### src/rtl/uart_rx_fifo.sv
// uart_rx_fifo: receive-side byte buffer for the UART peripheral.
// Captures each completed frame on the receiver's save-data pulse and holds it in a
// circular FIFO until the bus pops it. Reports occupancy, full/empty, a sticky overrun
// flag and a level interrupt request.
module uart_rx_fifo #(
    parameter int DATA_WIDTH = 8,
    parameter int DEPTH      = 8,
    parameter int CNT_W      = $clog2(DEPTH) + 1
) (
    input  logic                  clk,
    input  logic                  rst_n,
    input  logic                  wr_en_i,
    input  logic [DATA_WIDTH-1:0] wr_data_i,
    input  logic                  rd_en_i,
    input  logic                  clr_overrun_i,
    input  logic                  irq_en_i,
    output logic [DATA_WIDTH-1:0] rd_data_o,
    output logic                  empty_o,
    output logic                  full_o,
    output logic [CNT_W-1:0]      count_o,
    output logic                  overrun_o,
    output logic                  rx_irq_o
);

    localparam int              ADDR_W  = CNT_W - 1;
    localparam logic [CNT_W-1:0] PTR_ONE = CNT_W'(1);

    // Pointers carry one extra wrap bit above the array index so that full and
    // empty are distinguishable when the index bits match.
    logic [CNT_W-1:0]      wr_ptr;
    logic [CNT_W-1:0]      rd_ptr;
    logic [DATA_WIDTH-1:0] mem [DEPTH];

    logic push_ok;
    logic pop_ok;
    logic drop;

    // Occupancy flags derived purely from the registered pointers.
    assign empty_o = (wr_ptr == rd_ptr);
    assign full_o  = (wr_ptr[ADDR_W-1:0] == rd_ptr[ADDR_W-1:0]) &&
                     (wr_ptr[CNT_W-1] != rd_ptr[CNT_W-1]);
    assign count_o = wr_ptr - rd_ptr;

    // A pop on a full FIFO frees the head slot in the same cycle, so a coincident
    // push is still accepted. A pop on an empty FIFO is ignored.
    assign pop_ok  = rd_en_i & ~empty_o;
    assign push_ok = wr_en_i & (~full_o | rd_en_i);
    assign drop    = wr_en_i & full_o & ~rd_en_i;

    // First-word-fall-through head, forced to zero when nothing is stored.
    assign rd_data_o = empty_o ? '0 : mem[rd_ptr[ADDR_W-1:0]];

    // Level interrupt: data waiting or an unacknowledged overrun.
    assign rx_irq_o = irq_en_i & (~empty_o | overrun_o);

    // Pointer and overrun state; set of overrun takes priority over its clear.
    always_ff @(posedge clk or negedge rst_n) begin
        if (!rst_n) begin
            wr_ptr    <= '0;
            rd_ptr    <= '0;
            overrun_o <= 1'b0;
        end else begin
            // NOTE: non-blocking assignments keep every register updating from
            // pre-edge values, so the order of these statements does not matter.
            if (push_ok) wr_ptr <= wr_ptr + PTR_ONE;
            if (pop_ok)  rd_ptr <= rd_ptr + PTR_ONE;
            if (drop)
                overrun_o <= 1'b1;
            else if (clr_overrun_i)
                overrun_o <= 1'b0;
        end
    end

    // Storage array write on an accepted push.
    // NOTE: the array has no reset; stale contents are never visible because the
    // pointers are reset and rd_data_o is masked while empty.
    always_ff @(posedge clk) begin
        if (push_ok) mem[wr_ptr[ADDR_W-1:0]] <= wr_data_i;
    end

endmodule

### config.mk
export PLATFORM = sky130hd
export DESIGN_NAME = uart_rx_fifo
export DESIGN_NICKNAME = d
export VERILOG_FILES = /design/src/rtl/uart_rx_fifo.sv
export SDC_FILE = /design/constraint.sdc
export NUM_CORES = 1
export LEC_CHECK = 0
export ABC_AREA = 1
export CORE_MARGIN = 2
export CORE_UTILIZATION = 40
export CTS_BUF_LIST = sky130_fd_sc_hd__clkbuf_4
export DETAILED_ROUTE_END_ITERATION = 8
export PLACE_DENSITY = 0.58
export SYNTH_ARGS = -nofsm -noshare
export SYNTH_HDL_FRONTEND = slang
export SYNTH_SLANG_ARGS = --single-unit
### constraint.sdc
create_clock -name clk -period 5.73 [get_ports clk]
set_input_delay 1.719 -clock clk [delete_from_list [all_inputs] [get_ports clk]]
set_output_delay 1.719 -clock clk [all_outputs]
set_load 0.02 [all_outputs]
==> metrics.txt <==
status complete, no violations; Final Skew roughly 0.0063 ns; worst hold path class reg2reg; # IOs 30; ant diodes 0; Post-CTS Hold Buffers 0; vias in the first global route between 2000 and 2500; Power Dens Cells 543 nW/µm²; Net Count, Synth between 300 and 400; ratio of final minimum period to clock period 0.812; Finished Cell Area 4070 µm²; TNS Setup 0 ns; crit path capture type primary output; Area contributors post-synth edfxtp_1, nand2_1, inv_1, nand3_1, dfrtp_1; gr ovfl total 0; max cap viols 0; Synth Register Bits 73; Min Hold Slack ~0.52 ns; minimum clock period 4.65 ns; CP Cell Sequence inv_1 -> ha_1 -> nand3_4 -> nor2_8 -> inv_4 -> nand2_1 -> nor2_1 -> clkdlybuf4s50_1; Area Overhead vs Synth 14.1%; post-layout util 0.469; Remaining DRCs 0; crit path max fanout 20; Mean Syn Cell Area around 9.5 µm²; register area share after synthesis 0.603; Slowest Stage Delay on Critical Path slightly below 0.9 ns; Rows 34; placed inst area between 3000 and 4000 µm²; synthesized instance count 376; RSZ-0062 raised after global routing no; Synth cell types 24; area leader, netlist edfxtp_1; hold depth 2; I/O Buffers 29; # Post-CTS Setup Buffers 0; FF+latch area ~2100 µm²; Final GP Congestion approximately 0.7; wire per inst approximately 14 µm; Routed Antenna Nets 0; FMAX about 0.21 GHz; fill count between 800 and 900; Die Ht between 90 and 100 µm; Worst Tran Pin Value around 1.0 ns; WP data arrival about 2.9 ns; core footprint around 8700 µm²; CTS Buffer Depth 2; max-slew violation count 0; Yosys warnings 0; crit path max-delay cell type dfrtp_1; Worst-path clk slew between 0.1 and 0.15 ns; Final Hold Viols 0; routed wire length 7.19 mm; clk root buf clkbuf_4; critical path class reg2out; largest net degree at the start of global routing 34; share of post-route cells with drive strength above 1 0.0733; CTS tree done; max_slew headroom 0.320; Max rail drop VDD between 0.0002 and 0.0003 V; Multi-input gate area 1000 µm²; final setup fails 0; Die Width 98.4 µm; most frequent cells in the layout nand2_1, inv_1, edfxtp_1, nand3_1, clkdlybuf4s50_1; # clock sinks between 70 and 80; Die ar. roughly 9700 µm²; Pre-antenna DRT Iters 4; commonest non-fill, non-tap cell in the layout nand2_1; Post-layout nets ~420; All-Layer GR Usage 0.164; DP HPWL ~4.4 mm; R2R cell count 7; P_leak 0.00186 µW; Worst EP required ~4 ns; Iter 0 DRT Violations a little over 90; Yosys top cell area share 0.539; Resized cells post-CTS 0; first-pass GRT wire length 12.0 mm; initial antenna violation count 0; Clock Latency Late Sink just over 0.4 ns; via density per instance 4.62; Vias between 2000 and 2500; H-tree depth 3; Initial Utilization 0.411; Inserted Clock Buffers 9; synthesized area around 3600 µm²; Startpoint Class register
-- cell families after synthesis --
logic type                 synth area share
xor gates and xnor gates             0.0123
AOI/OAI and AO/OA                   0.00562
buffers and inverters                 0.116
DFF                                   0.603
and+or+nand+nor                       0.241
adders and majority gates            0.0232
-- metrics by stage --
step	setup WS, ns	instances	power (µW)
after floorplan	2.10	376	1490
after global placement	1.15	501	1850
after detailed placement	1.15	501	1860
after CTS	1.04	517	2230
after global routing	0.899	517	2380
final	1.08	517	2210
-- layout make-up --
class                      instances  share of cell area
multi-input combinational        208               0.247
clock buffer                      11              0.0203
timing repair buffer              31              0.0751
inverter                          81              0.0769
tap                              108              0.0332
sequential                        73               0.528
clock inverter                     5              0.0197
-- layer usage --
metal  track usage  up-vias  share of wire  wire length (µm)
li1              -     1226              -                 -
met1         0.229     1102           0.47              3370
met2         0.248       49           0.47              3350
met3        0.0329       11          0.050               358
met4        0.0738        0          0.016               115
met5             0        -              0                 0
-- worst paths after layout --
check	start	end	slack, ns
max in group asynchronous	rst_n	rd_ptr[1]	3.81
min reg2reg	rd_ptr[3]	rd_ptr[3]	0.52
min in group asynchronous	rst_n	wr_ptr[3]	1.61
min	rd_ptr[3]	rd_ptr[3]	0.52
max	rd_ptr[2]	rd_data_o[2]	1.08
max reg2reg	rd_ptr[2]	mem[2][5]	2.73
-- cells in the mapped netlist, drive strengths merged --
master  count
nand2     114
inv        80
edfxtp     64
nand3      51
nor2       27
buf        14
dfrtp       9
ha          5
xor2        4
o21ai       3
a21oi       1
clkinv      1
fa          1
nand4       1
xnor2       1
-- sequential cells by signal (all words and copies together), names as in the netlist --
| register | count |
|---|---|
| mem | 64 |
| overrun_o | 1 |
| wr_ptr | 4 |
| rd_ptr | 4 |
-- critical path: cells and delay by family, from the launching register on --
family | cells | cell delay [ns]
buf+inv | 3 | 0.88
flops | 1 | 0.87
simple gates | 4 | 0.39
fa+ha+maj | 1 | 0.38
-- where the power goes --
| part | internal (µW) | leakage (µW) | total, µW | switching, µW |
|---|---|---|---|---|
| Combinational | 429 | 0.00108 | 1090 | 664 |
| Clock | 186 | 0.0000831 | 365 | 179 |
| Sequential | 666 | 0.000695 | 748 | 82.7 |
| Total | 1280 | 0.00186 | 2210 | 926 |
Power figures use the tool's default switching activity.
